$ cat config.mk
export PLATFORM = sky130hd
export DESIGN_NAME = adder32_rr_sched
export DESIGN_NICKNAME = d
export VERILOG_FILES = /design/src/rtl/adder32_rr_sched.sv
export SDC_FILE = /design/constraint.sdc
export NUM_CORES = 1
export LEC_CHECK = 0
export ABC_AREA = 1
export ABC_CLOCK_PERIOD_IN_PS = 5500
export BUFFER_PORTS_ARGS = -buffer_cell sky130_fd_sc_hd__buf_2
export CORE_AREA = 2 2 121 123
export CTS_CLUSTER_SIZE = 24
export DETAILED_ROUTE_END_ITERATION = 8
export DIE_AREA = 0 0 123 125
export PLACE_DENSITY = 0.75
export SYNTH_ARGS = -nofsm -noshare
export SYNTH_HDL_FRONTEND = slang
export SYNTH_HIERARCHICAL = 1
export SYNTH_SLANG_ARGS = --single-unit
$ cat constraint.sdc
create_clock -name clk -period 5.5 [get_ports clk]
set_input_delay 0.55 -clock clk [delete_from_list [all_inputs] [get_ports clk]]
set_output_delay 0.55 -clock clk [all_outputs]
set_load 0.05 [all_outputs]
$ cat src/rtl/adder32_rr_sched.sv
// -----------------------------------------------------------------------------
// adder32_rr_sched
//   Round-robin scheduler sharing one combinational 32-bit carry-lookahead
//   adder among NREQ requesters. One request is granted per cycle. Its result
//   lands in a single-entry output register tagged with the requester ID.
//
// Ports
//   clk        rising-edge clock
//   rst        asynchronous active-high reset
//   req_valid  [NREQ]     per-requester valid
//   req_ready  [NREQ]     per-requester accept (one-hot or zero), combinational
//   req_a/b    [32*NREQ]  operands, requester i at bits [32*i+31:32*i]
//   req_cin    [NREQ]     carry-in for add (ignored for subtract)
//   req_sub    [NREQ]     1 = A-B, 0 = A+B+cin
//   rsp_valid  result valid
//   rsp_ready  consumer accepts result
//   rsp_id     [IDW]      owner of the result
//   rsp_sum    [32]       low 32 bits of the result
//   rsp_cout   carry out of bit 31 (subtract: 1 = no borrow)
//   rsp_ovf    signed overflow
// -----------------------------------------------------------------------------

// 32-bit carry-lookahead adder: 4-bit lookahead groups, with group
// generate/propagate chained across the eight groups.
module adder32_cla (
  input  logic [31:0] i_a,
  input  logic [31:0] i_b,
  input  logic        i_cin,
  output logic [31:0] o_sum,
  output logic        o_cout
);
  logic [31:0] w_g;
  logic [31:0] w_p;
  logic [31:0] w_c;
  logic [8:0]  w_gc;

  assign w_g     = i_a & i_b;
  assign w_p     = i_a ^ i_b;
  assign w_gc[0] = i_cin;

  for (genvar gi = 0; gi < 8; gi++) begin : g_grp
    localparam int B = 4 * gi;
    logic w_grp_g;
    logic w_grp_p;

    assign w_c[B]   = w_gc[gi];
    assign w_c[B+1] = w_g[B] | (w_p[B] & w_gc[gi]);
    assign w_c[B+2] = w_g[B+1] | (w_p[B+1] & w_g[B]) |
                      (w_p[B+1] & w_p[B] & w_gc[gi]);
    assign w_c[B+3] = w_g[B+2] | (w_p[B+2] & w_g[B+1]) |
                      (w_p[B+2] & w_p[B+1] & w_g[B]) |
                      (w_p[B+2] & w_p[B+1] & w_p[B] & w_gc[gi]);

    assign w_grp_g = w_g[B+3] | (w_p[B+3] & w_g[B+2]) |
                     (w_p[B+3] & w_p[B+2] & w_g[B+1]) |
                     (w_p[B+3] & w_p[B+2] & w_p[B+1] & w_g[B]);
    assign w_grp_p = &w_p[B+3:B];
    assign w_gc[gi+1] = w_grp_g | (w_grp_p & w_gc[gi]);
  end

  assign o_sum  = w_p ^ w_c;
  assign o_cout = w_gc[8];
endmodule

module adder32_rr_sched #(
  parameter int NREQ = 4,
  parameter int IDW  = 2
) (
  input  logic                 clk,
  input  logic                 rst,
  input  logic [NREQ-1:0]      req_valid,
  output logic [NREQ-1:0]      req_ready,
  input  logic [32*NREQ-1:0]   req_a,
  input  logic [32*NREQ-1:0]   req_b,
  input  logic [NREQ-1:0]      req_cin,
  input  logic [NREQ-1:0]      req_sub,
  output logic                 rsp_valid,
  input  logic                 rsp_ready,
  output logic [IDW-1:0]       rsp_id,
  output logic [31:0]          rsp_sum,
  output logic                 rsp_cout,
  output logic                 rsp_ovf
);
  localparam logic [IDW:0]   NREQ_W = (IDW+1)'(NREQ);
  localparam logic [IDW-1:0] LAST_ID = IDW'(NREQ - 1);

  typedef enum logic {ST_EMPTY = 1'b0, ST_FULL = 1'b1} state_t;

  state_t         r_state;
  state_t         w_state_next;
  logic [IDW-1:0] r_ptr;
  logic [IDW-1:0] r_id;
  logic [31:0]    r_sum;
  logic           r_cout;
  logic           r_ovf;

  logic           w_found;
  logic [IDW-1:0] w_grant;
  logic [IDW:0]   w_cand;
  logic           w_can_accept;
  logic           w_xfer;

  logic [31:0]    w_a;
  logic [31:0]    w_b;
  logic [31:0]    w_bb;
  logic           w_c0;
  logic [31:0]    w_sum;
  logic           w_cout;
  logic           w_ovf;

  // Rotating priority search starting at r_ptr. The candidate index is kept
  // one bit wider so the wrap can be done by a single conditional subtract,
  // which also skips nonexistent indices when NREQ is not a power of two.
  always_comb begin
    w_found = 1'b0;
    w_grant = '0;
    w_cand  = '0;
    for (int k = 0; k < NREQ; k++) begin
      w_cand = {1'b0, r_ptr} + (IDW+1)'(k);
      if (w_cand >= NREQ_W) begin
        w_cand = w_cand - NREQ_W;
      end
      if (!w_found && req_valid[w_cand[IDW-1:0]]) begin
        w_found = 1'b1;
        w_grant = w_cand[IDW-1:0];
      end
    end
  end

  assign w_can_accept = (r_state == ST_EMPTY) | rsp_ready;
  // rst is folded in so req_ready reads zero for the whole reset window,
  // not just after the next edge.
  assign w_xfer = w_found & w_can_accept & ~rst;

  always_comb begin
    req_ready = '0;
    if (w_xfer) begin
      req_ready[w_grant] = 1'b1;
    end
  end

  // Operand select and subtract-as-add-of-complement.
  assign w_a  = req_a[32*w_grant +: 32];
  assign w_b  = req_b[32*w_grant +: 32];
  assign w_bb = req_sub[w_grant] ? ~w_b : w_b;
  assign w_c0 = req_sub[w_grant] ? 1'b1 : req_cin[w_grant];

  adder32_cla u_adder (
    .i_a    (w_a),
    .i_b    (w_bb),
    .i_cin  (w_c0),
    .o_sum  (w_sum),
    .o_cout (w_cout)
  );

  assign w_ovf = (w_a[31] == w_bb[31]) & (w_sum[31] != w_a[31]);

  // Output stage FSM: state register
  always_ff @(posedge clk or posedge rst) begin
    if (rst) begin
      r_state <= ST_EMPTY;
    end else begin
      r_state <= w_state_next;
    end
  end

  // Output stage FSM: next state. A drain and a new accept in the same cycle
  // keeps the stage FULL, giving one op per cycle under load.
  always_comb begin
    w_state_next = r_state;
    case (r_state)
      ST_EMPTY: if (w_xfer) w_state_next = ST_FULL;
      ST_FULL: begin
        if (w_xfer) begin
          w_state_next = ST_FULL;
        end else if (rsp_ready) begin
          w_state_next = ST_EMPTY;
        end
      end
      default: w_state_next = ST_EMPTY;
    endcase
  end

  // Output stage FSM: outputs
  always_comb begin
    rsp_valid = (r_state == ST_FULL);
  end

  // Result payload and priority pointer change only on a request transfer.
  // The payload therefore holds its last value after a drain, and stays
  // bit-stable under backpressure.
  always_ff @(posedge clk or posedge rst) begin
    if (rst) begin
      r_ptr  <= '0;
      r_id   <= '0;
      r_sum  <= '0;
      r_cout <= 1'b0;
      r_ovf  <= 1'b0;
    end else if (w_xfer) begin
      r_ptr  <= (w_grant == LAST_ID) ? '0 : w_grant + 1'b1;
      r_id   <= w_grant;
      r_sum  <= w_sum;
      r_cout <= w_cout;
      r_ovf  <= w_ovf;
    end
  end

  assign rsp_id   = r_id;
  assign rsp_sum  = r_sum;
  assign rsp_cout = r_cout;
  assign rsp_ovf  = r_ovf;
endmodule

* Word-level counts from Yosys, hierarchy flattened
Cells that the tools add are included.
** Storage, ports and cells
- Flip-flop bits (word level) :: 39
- Input port bits :: 271
** Operators by class
- Add/sub/neg operators :: 8
- Magnitude comparators :: 10
- Eq/ne operators :: 3
- Shift operators :: 2
- Multiplexer cells :: 34
- Bitwise gates (word level) :: 210
- Reductions and logical operators :: 15
** Operator list (count)
- $shiftx A128 B8 Y32 :: 2
- $and A1 B1 Y1 :: 123
- $or A1 B1 Y1 :: 81
- $xor A32 B32 Y32 :: 2
- $and A32 B32 Y32 :: 1
- $mux W32 :: 1
- $not A32 Y32 :: 1
- $reduce_and A4 Y1 :: 8
- $mux W2 :: 9
- $lt A2 B3 Y1 const B :: 5
- $mux W1 :: 15
- $bmux W1 S2 :: 6
- $ge A3 B3 Y1 const B :: 3
- $sub A2 B1 Y2 const B :: 4
- $add A2 B2 Y3 const B :: 2
- $logic_and A1 B1 Y1 :: 4
- $mux W4 :: 1
- $add A2 B1 Y3 const B :: 1
- $ge A2 B3 Y1 const B :: 1
- $logic_not A1 Y1 :: 3
- $add A2 B1 Y2 const B :: 1
- $demux W1 S2 :: 1
- $eq A2 B2 Y1 const B :: 1
- $ge A2 B1 Y1 const B :: 1
- other kinds (4) :: 5

* Longest topological paths before layout
Gate-level depths: netlist of the first run.
- Word-level depth :: 40
- Gate-level depth with buffers :: 43

* Cells and area by module
The synthesis of the first run kept the hierarchy.
** Modules (own cells, without submodules)
- adder32_rr_sched :: times used 1, cells each 747, area each 4513.1 sq um
- adder32_cla :: times used 1, cells each 180, area each 1356.3 sq um

* Worst setup path before layout of the first run
OpenSTA, ideal clock, no wires.
- Kind :: input-to-reg
- Start point :: input req_valid[3]
- End point :: register r_sum[29], in the netlist rsp_sum[29]
- Setup time :: 118 ps
- Data arrival time :: 3810 ps
- Path slack :: 1572 ps
- Cell stages on the path :: 31
- Cell sequence :: inv_1 > nand2_1 > nand3_1 > nand2_1 > inv_1 > nand3_2 > buf_6 > nand4_1 > nand3_4 > nand2_8 > buf_12 > xor2_1 > ha_1 > a21oi_1 > nand2_1 > a21oi_2 > nand2_4 > nand2_4 > nand2_4 > nand2_4 > nand2_4 > nand2_4 > nand2_4 > nand2_4 > nand2_4 > nand2_4 > nand2_4 > fa_1 > xor2_1 > nand2_1 > nand2_1
** RTL lines
- start, declared :: line 71 : input logic [NREQ-1:0] req_valid,
- $bmux W1 S2 :: line 123 : if (!w_found && req_valid[w_cand[IDW-1:0]]) begin
- $mux W1 (implied by the code) :: line 123
- $mux W1 :: line 123
- $logic_not A1 Y1 :: line 123
- $logic_and A1 B1 Y1 :: line 123
- $mux W1 :: line 123
- $logic_not A1 Y1 :: line 123
- $logic_and A1 B1 Y1 :: line 123
- (+7 left out)
- named net w_bb[7] :: line 105 : logic [31:0] w_bb;
- (+12 left out)
- $and A1 B1 Y1 * :: line 58 : assign w_gc[gi+1] = w_grp_g | (w_grp_p & w_gc[gi]);
- $or A1 B1 Y1 * :: line 58
- $and A1 B1 Y1 * :: line 58
- $or A1 B1 Y1 * :: line 58
- $and A1 B1 Y1 * :: line 47 : assign w_c[B+1] = w_g[B] | (w_p[B] & w_gc[gi]);
- $or A1 B1 Y1 * :: line 47
- $xor A32 B32 Y32 * :: line 61 : assign o_sum = w_p ^ w_c;
- named net w_sum[29] :: line 107 : logic [31:0] w_sum;
- end signal, assigned :: line 202 : r_sum <= w_sum;
- end, declared :: line 93 : logic [31:0] r_sum;
The timed path passes the listed nets; every way through them passes the cells marked *. The select of a mux whose other input is x is not followed.
A chain may end at the register's enable or synchronous reset.

* Final worst setup path of the first run
- Start point :: register r_ptr[0]
- End point :: register r_sum[29], in the netlist rsp_sum[29]
** RTL lines
- start, declared :: line 91 : logic [IDW-1:0] r_ptr;
- start signal, assigned :: line 200 : r_ptr <= (w_grant == LAST_ID) ? '0 : w_grant + 1'b1;
- parallel branches: the longest is 13 deep, another holds $add A2 B1 Y3
- $mux W2 * :: line 123
- $shiftx A128 B8 Y32 / $bmux W1 S2 (equally long branches) :: line 144, 145
- $not A32 Y32 / $mux W1 (equally long branches) :: line 145 : assign w_bb = req_sub[w_grant] ? ~w_b : w_b;
- $mux W32 * :: line 145
- named net w_bb[7] :: line 105
- $xor A32 B32 Y32 :: line 38 : assign w_p = i_a ^ i_b;
- $and A1 B1 Y1 (on tied branches) :: line 54, 55, 56
- (+10 left out)
- $and A1 B1 Y1 * :: line 58
- $or A1 B1 Y1 * :: line 58
- $and A1 B1 Y1 * :: line 58
- $or A1 B1 Y1 * :: line 58
- $and A1 B1 Y1 * :: line 47
- $or A1 B1 Y1 * :: line 47
- $xor A32 B32 Y32 * :: line 61
- named net w_sum[29] :: line 107
Mark *: on every way through the listed nets, which the timed path passes. The select of a mux whose other input is x is not followed.

==> metrics.txt, run 1 <==
Synth cell types 34; P&R area growth vs syn 29.0%; Async S/R FF share, synth 1.00; fin crit share 0.909; final hold vios 0; CP Class flop to flop; Total GRT Usage 0.243; RSZ-0062 raised after global routing no; min-delay worst type flop to flop; status finished, final reports clean; clk buf depth 2; total congestion overflow 0; Die Y-Extent 125 um; Worst Path Max Fanout 43; top cells by area, synth nand2_1 (27%), dfrtp_1 (17%), ha_1 (7.7%); main flop type after synthesis dfrtp_1; post-cts sizing count 0; clock sinks 39; number of flops mapped to enable cells by yosys 0; Final Wtd Congestion 0.905; vias in the first global route 6342; first-pass GRT wire length 30100 um; initial antenna violation count 2; Avg Vias per Cell 5.04; Final min period 5000 ps; slowest CP cell dfrtp_1; final setup fails 0; DRC 0; Peak Freq 0.200 GHz; post-synthesis sequential area ratio 0.166; Avg Cell Area, Syn 6.33 sq um; CTS tree done; First-pass DRT Iterations 5; Slowest Stage Delay on Critical Path 650 ps; die span in x 123 um; Slew @ Worst Pin 922 ps; setup tns final 0 ps; fillcell total 1500; count leader, synth nand2_1; Initial Util 0.413; die area 15400 sq um; worst path required time 5670 ps; FP Rows 44; Max-Cap Viols 0; Syn Std Cell Area 5870 sq um; Worst-path clk slew 60 ps; Avg WL per Cell 14.1 um; worst rel slew slack 0.385; Syn Inst Count 927; Post-CTS Setup Bufs 0; Worst setup EP type flop; CTS H-tree depth 2; Arr. time, crit path 5170 ps; via count 6971; top-area cell type share of the netlist area 0.270; Most common cell on crit path nand2_4; Hold-fix buffers, CTS 0; share of post-route cells with drive strength above 1 0.319; Fin Clk Skew 7.29 ps; Worst Setup Start Kind flop; final std cell area, no fill 7570 sq um; Post-DRT Antenna Nets 0; register bit total from synthesis 39; commonest cells in the synthesized netlist nand2_1 (422), nand3_1 (90), a21oi_1 (47), xor2_1 (46), inv_1 (42); Worst Hold Depth 2; dpl cell area 7380 sq um; worst-skew pair later-pin latency 280 ps; final WL 19500 um; total CTS buffers 5; Final Net Count 1512; Pins Over Slew Limit 0; Synth area leader nand2_1; largest net degree at the start of global routing 103; PortBufs 311; Core ar. 14200 sq um; Boundary Pins 312; DRT iter0 DRCs 374; syn_nets 1242; Yosys warnings 6; R2R cell count 30; Root Buffer clkbuf_16; DP HPWL 15500 um
[logic make-up (layout without fill, tap and decap cells)]
group,after synthesis,count (layout),share of synthesized area
AO/OA/AOI/OAI,95,95,0.107
XOR/XNOR,52,52,0.0776
adder cells (fa/ha/maj),44,44,0.104
buffers and inverters,104,375,0.0978
flip-flops,39,39,0.166
other,0,2,0
AND/OR/NAND/NOR,593,593,0.448
[per-layer routing]
| metal | track usage | part of all wire | vias to the layer above |
|---|---|---|---|
| li1 | - | - | 3547 |
| met1 | 0.294 | 0.41 | 3127 |
| met2 | 0.442 | 0.50 | 273 |
| met3 | 0.0370 | 0.068 | 24 |
| met4 | 0.0642 | 0.021 | 0 |
| met5 | 0 | 0 | - |
[sequential cells by signal, indices dropped and copies added, names as in the netlist]
| name | flops |
|---|---|
| rsp_id | 2 |
| rsp_ovf | 1 |
| r_ptr | 2 |
| rsp_sum | 32 |
| rsp_valid | 1 |
| rsp_cout | 1 |
[cells in the final DEF (no fill, tap or decap), types with 10 or more instances in the layout]
cell type,synthesis,final
xor2_1,46,46
ha_1,36,36
buf_2,36,311
dfrtp_1,39,39
a21oi_1,47,47
nand2_4,14,15
nand3_1,90,90
a32oi_1,31,31
nand2_2,18,17
nor2_1,26,26
inv_1,42,40
nand4_1,10,10
nand2_1,422,422
[stage by stage]
step	hold WS (ps)	worst slack [ps]	util	std cells
floorplan	646	1570	-	927
global placement	457	619	0.519	1374
detailed placement	459	501	0.519	1374
CTS	475	475	0.533	1382
global route	496	44.3	0.533	1383
finish	474	501	0.533	1384
[critical path, delay by kind of cell (launching register included)]
kind                       cells  cell delay, ps
DFF                            1             650
xor gates and xnor gates       2             390
and+or+nand+nor               22            2290
AOI/OAI and AO/OA              2             300
adders and majority gates      2             710
buffers and inverters          2             510
[path summary, 6_finish.rpt]
kind / start / endpoint / slack (ps)
worst max-delay path: r_ptr[0]$_DFFE_PP0P_ / rsp_sum[29]$_DFFE_PP0P_ / 500
worst min-delay path: rsp_sum[21]$_DFFE_PP0P_ / rsp_sum[21]$_DFFE_PP0P_ / 470
worst max register to register: r_ptr[0]$_DFFE_PP0P_ / rsp_sum[29]$_DFFE_PP0P_ / 500
worst min register to register: rsp_sum[21]$_DFFE_PP0P_ / rsp_sum[21]$_DFFE_PP0P_ / 470
max in group asynchronous: rst / rsp_sum[17]$_DFFE_PP0P_ / 4440
min in group asynchronous: rst / rsp_id[1]$_DFFE_PP0P_ / 480
[layout make-up]
class / instances / area (sq um) / share of cell area
timing repair buffer: 319 / 1640 / 0.217
clock inverter: 2 / 60.1 / 0.00793
sequential: 39 / 976 / 0.129
antenna: 2 / 5.00 / 0.000661
clock buffer: 6 / 129 / 0.0170
inverter: 48 / 190 / 0.0251
tap: 184 / 230 / 0.0304
multi-input combinational: 784 / 4340 / 0.573
Power of run 1 is left out: the tool's default activity adds up to more than one toggle a clock period on the data nets, which glitch-free logic cannot reach.
==> run 2, diff against run 1 <==
Settings changed: PLACE_DENSITY 0.75 to 0.8.
==> run 2 against run 1 <==
  * Cell count down 0.14%
  * Die area unchanged
  * Worst hold slack better by 0.90 ps
  * Via count down 0.59%
  * Count of clock-buffer cells in the layout up 1
  * First-iteration DRC count down 2.1%
  * Clock skew up 2.0 ps
  * Design area down 0.74%
  * Critical path depth unchanged
  * Sequential share of layout area up 0.097 points
  * Fmax up 2.5%
  * Core utilization down 0.40 points
==> metrics.txt, run 2 (synthesized netlist as in run 1, its figures left out) <==
Hold-fix buffers, CTS 0 (unchanged); Worst-path clk slew 60 ps (about the same); Placed Cells 1374 (unchanged); Post-DRT Antenna Nets 0 (unchanged); status finished, final reports clean; worst rel slew slack 0.375 (-0.00948); Avg WL per Cell 13.5 um (-4.0%); Final Net Count 1512 (unchanged); vias in the first global route 6426 (+1.3%); DRT iter0 DRCs 366 (-2.1%); Fin Clk Skew 9.30 ps (+2.01 ps); Post-CTS Setup Bufs 0 (unchanged); Worst R2R Setup Slack 620 ps (+120 ps); Max-Cap Viols 0 (unchanged); max reg flops 32 (unchanged); slowest CP cell dfrtp_1; # diodes 0 (-2); die area 15400 sq um (unchanged); setup tns final 0 ps (unchanged); worst path required time 5670 ps (about the same); die span in x 123 um (unchanged); first-pass GRT wire length 29500 um (-2.2%); Post-Layout Cell Count 1382 (-0.14%); final setup fails 0 (unchanged); DP HPWL 14700 um (-5.2%); worst reg2reg endpoint rsp_sum[29]$_DFFE_PP0P_; via count 6930 (-0.59%); min-delay worst type flop to flop; Most common cell on crit path nand2_4; DRC 0 (unchanged); CP endpoint rsp_sum[29]$_DFFE_PP0P_; Worst Path Max Fanout 81 (+88%); post-cts sizing count 0 (unchanged); Reg area 976 sq um (unchanged); initial antenna violation count 0 (-2); fin crit share 0.887 (-0.0217); CP Class flop to flop; most frequent cells in the layout nand2_1 (422), buf_2 (311), nand3_1 (90); CTS H-tree depth 2 (unchanged); largest net degree at the start of global routing 82 (-20%); PortBufs 311 (unchanged); Arr. time, crit path 5050 ps (-120 ps); Critical Path Start r_ptr[0]$_DFFE_PP0P_; FF-to-FF Start r_ptr[0]$_DFFE_PP0P_; Peak Freq 0.205 GHz (+2.5%); Core ar. 14200 sq um (unchanged); Worst Setup Start Kind flop; Boundary Pins 312 (unchanged); Die Y-Extent 125 um (unchanged); clock sinks 39 (unchanged); Root Buffer clkbuf_16; Total GRT Usage 0.236 (-0.00705); Worst setup EP type flop; clk buf depth 2 (unchanged); Initial Util 0.413 (unchanged); multi-input logic area 4340 sq um (unchanged); final WL 18700 um (-4.2%); Pins Over Slew Limit 0 (unchanged); commonest non-fill, non-tap cell in the layout nand2_1; P&R area growth vs syn 28.1%; worst-skew pair later-pin latency 280 ps (about the same); First-pass DRT Iterations 5 (unchanged); Slowest Stage Delay on Critical Path 650 ps (about the same); Final Wtd Congestion 0.916 (+1.2%); fillcell total 1464 (-2.4%); RSZ-0062 raised after global routing no; CTS tree done; FP Rows 44 (unchanged); final hold vios 0 (unchanged); total congestion overflow 0 (unchanged); share of post-route cells with drive strength above 1 0.318 (-0.000835); total CTS buffers 5 (unchanged); Avg Vias per Cell 5.01 (-0.44%); Final min period 4880 ps (-120 ps); R2R cell count 30 (unchanged); Slew @ Worst Pin 936 ps (+14.2 ps)
run 2: cell count changes in the layout (fill, tap and decap cells not counted):
cell,previous run,this run
bufinv_16,2,0
clkbuf_1,1,2
clkinv_2,0,1
diode_2,2,0
run 2: per-layer routing:
metal / vias up / routed length (um) / GRT usage
li1: 3553 / - / -
met1: 3071 / 7830 / 0.284
met2: 278 / 9280 / 0.432
met3: 28 / 1180 / 0.0342
met4: 0 / 378 / 0.0635
met5: - / 0 / 0
run 2: area by class of cell:
| type | count | area share |
|---|---|---|
| Sequential cell | 39 | 0.130 |
| Inverter | 48 | 0.0253 |
| Tap cell | 184 | 0.0306 |
| Clock inverter | 1 | 0.000666 |
| Clock buffer | 7 | 0.0176 |
| Multi-Input combinational cell | 784 | 0.577 |
| Timing Repair Buffer | 319 | 0.218 |
run 2: how the worst min path moves through the flow:
stage | cells past startpoint | start | endpoint | slack [ps]
3_3_place_gp | 2 | rsp_sum[26]$_DFFE_PP0P_ | rsp_sum[26]$_DFFE_PP0P_ | 460
4_1_cts | 2 | rsp_sum[21]$_DFFE_PP0P_ | rsp_sum[21]$_DFFE_PP0P_ | 480
3_5_place_dp | 2 | rsp_sum[14]$_DFFE_PP0P_ | rsp_sum[14]$_DFFE_PP0P_ | 460
2_1_floorplan | 1 | rsp_ready | rsp_valid$_DFF_PP0_ | 650
5_1_grt | 2 | rsp_sum[30]$_DFFE_PP0P_ | rsp_sum[30]$_DFFE_PP0P_ | 510
6_report | 2 | rsp_sum[9]$_DFFE_PP0P_ | rsp_sum[9]$_DFFE_PP0P_ | 470
run 2: worst max-delay path, delay by kind of cell (launching register included):
| kind | cells | cell delay [ps] |
|---|---|---|
| and+or+nand+nor | 24 | 2500 |
| AOI/OAI and AO/OA | 1 | 170 |
| adders and majority gates | 2 | 720 |
| xor gates and xnor gates | 2 | 420 |
| buffers and inverters | 1 | 280 |
| DFF | 1 | 650 |
run 2: through the flow:
stage	hold WS (ps)	util	setup slack (ps)	instance area (sq um)
after detailed placement	460	0.519	596	7380
after floorplan	646	-	1570	5870
after CTS	477	0.529	582	7520
after global placement	457	0.519	718	7380
final	475	0.529	621	7520
after global routing	511	0.529	207	7520
Power of run 2 is left out for the same reason.
==> run 3, diff against run 2 <==
Settings changed: GPL_TIMING_DRIVEN set to 0.
==> run 3 against run 2 <==
  * Sequential share of layout area down 0.48 points
  * Flip-flop and latch count unchanged
  * Core utilization up 2.0 points
  * Worst setup slack better by 280 ps
  * Fmax up 6.0%
  * Worst hold slack worse by 360 ps
  * Die area unchanged
  * Non-clock buffer count up 49
  * Cell count up 3.4%
  * Critical path depth unchanged
  * Via count up 6.1%
  * Design area up 3.8%
==> metrics.txt, run 3 (synthesized netlist as in run 1, its figures left out) <==
status finished, final reports clean; Worst setup EP type flop; DRC 0 (unchanged); CP Class flop to flop; Post-CTS Setup Bufs 0 (unchanged); final WL 23300 um (+25%); Worst Path Max Fanout 10 (-88%); RSZ-0062 raised after global routing no; largest net degree at the start of global routing 39 (-52%); Worst R2R Setup Slack 900 ps (+280 ps); Final Wtd Congestion 0.913 (-0.32%); share of post-route cells with drive strength above 1 0.340 (+0.0217); worst-skew pair later-pin latency 290 ps (about the same); max reg flops 32 (unchanged); Hold-fix buffers, CTS 0 (unchanged); post-cts sizing count 0 (unchanged); Avg Vias per Cell 5.15 (+2.6%); CTS tree done; via count 7353 (+6.1%); Slowest Stage Delay on Critical Path 610 ps (-40 ps); Core ar. 14200 sq um (unchanged); clock sinks 39 (unchanged); Placed Cells 1423 (+3.6%); commonest non-fill, non-tap cell in the layout nand2_1; min-delay worst type primary input to async pin; PortBufs 311 (unchanged); Initial Util 0.413 (unchanged); Post-DRT Antenna Nets 0 (unchanged); Worst Setup Start Kind flop; first-pass GRT wire length 34600 um (+17%); fin crit share 0.837 (-0.0503); Arr. time, crit path 4780 ps (-270 ps); die span in x 123 um (unchanged); slowest CP cell clkbuf_1; Top delay family on crit path simple AND/OR/NAND/NOR gates; CTS H-tree depth 2 (unchanged); Pins Over Slew Limit 0 (unchanged); initial antenna violation count 0 (unchanged); First-pass DRT Iterations 5 (unchanged); P&R area growth vs syn 33.0%; Final min period 4600 ps (-277 ps); Boundary Pins 312 (unchanged); final setup fails 0 (unchanged); total CTS buffers 5 (unchanged); die area 15400 sq um (unchanged); setup tns final 0 ps (unchanged); DP HPWL 18600 um (+27%); FP Rows 44 (unchanged); Total GRT Usage 0.292 (+0.0561); vias in the first global route 6873 (+7.0%); Worst-path clk slew 60 ps (about the same); Final Net Count 1561 (+3.2%); Avg WL per Cell 16.3 um (+21%); DRT iter0 DRCs 464 (+27%); Most common cell on crit path nand2_4; Post-Layout Cell Count 1429 (+3.4%); Die Y-Extent 125 um (unchanged); worst rel slew slack 0.475 (+0.0995); Slew @ Worst Pin 788 ps (-148 ps); Root Buffer clkbuf_16; Peak Freq 0.217 GHz (+6.0%); clk buf depth 2 (unchanged); worst path required time 5680 ps (about the same); final hold vios 0 (unchanged); Fin Clk Skew 5.06 ps (-4.24 ps); CP Buf/Inv Count 6 (+5); # diodes 0 (unchanged); total congestion overflow 0 (unchanged); most frequent cells in the layout nand2_1 (422), buf_2 (347), nand3_1 (90); Max-Cap Viols 0 (unchanged)
-- run 3: changes by cell type in the layout (fill, tap and decap cells not counted), moves of 2 or more --
| cell | delta |
|---|---|
| buf_4 | -4 |
| buf_6 | +10 |
| clkbuf_1 | +4 |
| buf_2 | +36 |
| buf_12 | +2 |
-- run 3: metrics by stage --
stage | setup slack [ps] | hold WS, ps | cell area, sq um | utilization
global placement | 775 | 457 | 7660 | 0.539
finish | 897 | 117 | 7800 | 0.550
global route | 628 | 125 | 7800 | 0.550
CTS | 898 | 116 | 7800 | 0.550
detailed placement | 750 | 418 | 7680 | 0.540
floorplan | 1570 | 646 | 5870 | -
-- run 3: path summary, 6_finish.rpt --
check                                        start                 endpoint  cells after the start
setup / recovery              r_ptr[0]$_DFFE_PP0P_  rsp_sum[29]$_DFFE_PP0P_                     30
hold / removal                                 rst     r_ptr[1]$_DFFE_PP0P_                      2
setup reg to reg              r_ptr[0]$_DFFE_PP0P_  rsp_sum[29]$_DFFE_PP0P_                     30
hold reg to reg            rsp_sum[27]$_DFFE_PP0P_  rsp_sum[27]$_DFFE_PP0P_                      2
max in group asynchronous                      rst   rsp_sum[5]$_DFFE_PP0P_                      3
min in group clk           rsp_sum[27]$_DFFE_PP0P_  rsp_sum[27]$_DFFE_PP0P_                      2
-- run 3: layer usage --
layer  up-vias  share of wire  track usage
li1       3645              -            -
met1      3317           0.40        0.343
met2       342           0.49        0.527
met3        49          0.074       0.0547
met4         0          0.029       0.0956
met5         -              0            0
-- run 3: final cells by class --
type                       count  area, sq um
sequential                    39          976
fill                        1493         6400
inverter                      48          188
tap                          184          230
timing repair buffer         312         1580
clock buffer                   6          129
multi-input combinational    784         4320
buffer                        56          387
-- run 3: worst reg2reg max path: cells and delay by family (launching register included) --
kind / cells / cell delay (ps)
buf+inv: 6 / 1240
simple gates: 19 / 1460
fa+ha+maj: 2 / 800
compound gates: 2 / 460
flops: 1 / 370
xor+xnor: 1 / 160
Power of run 3 is left out for the same reason.
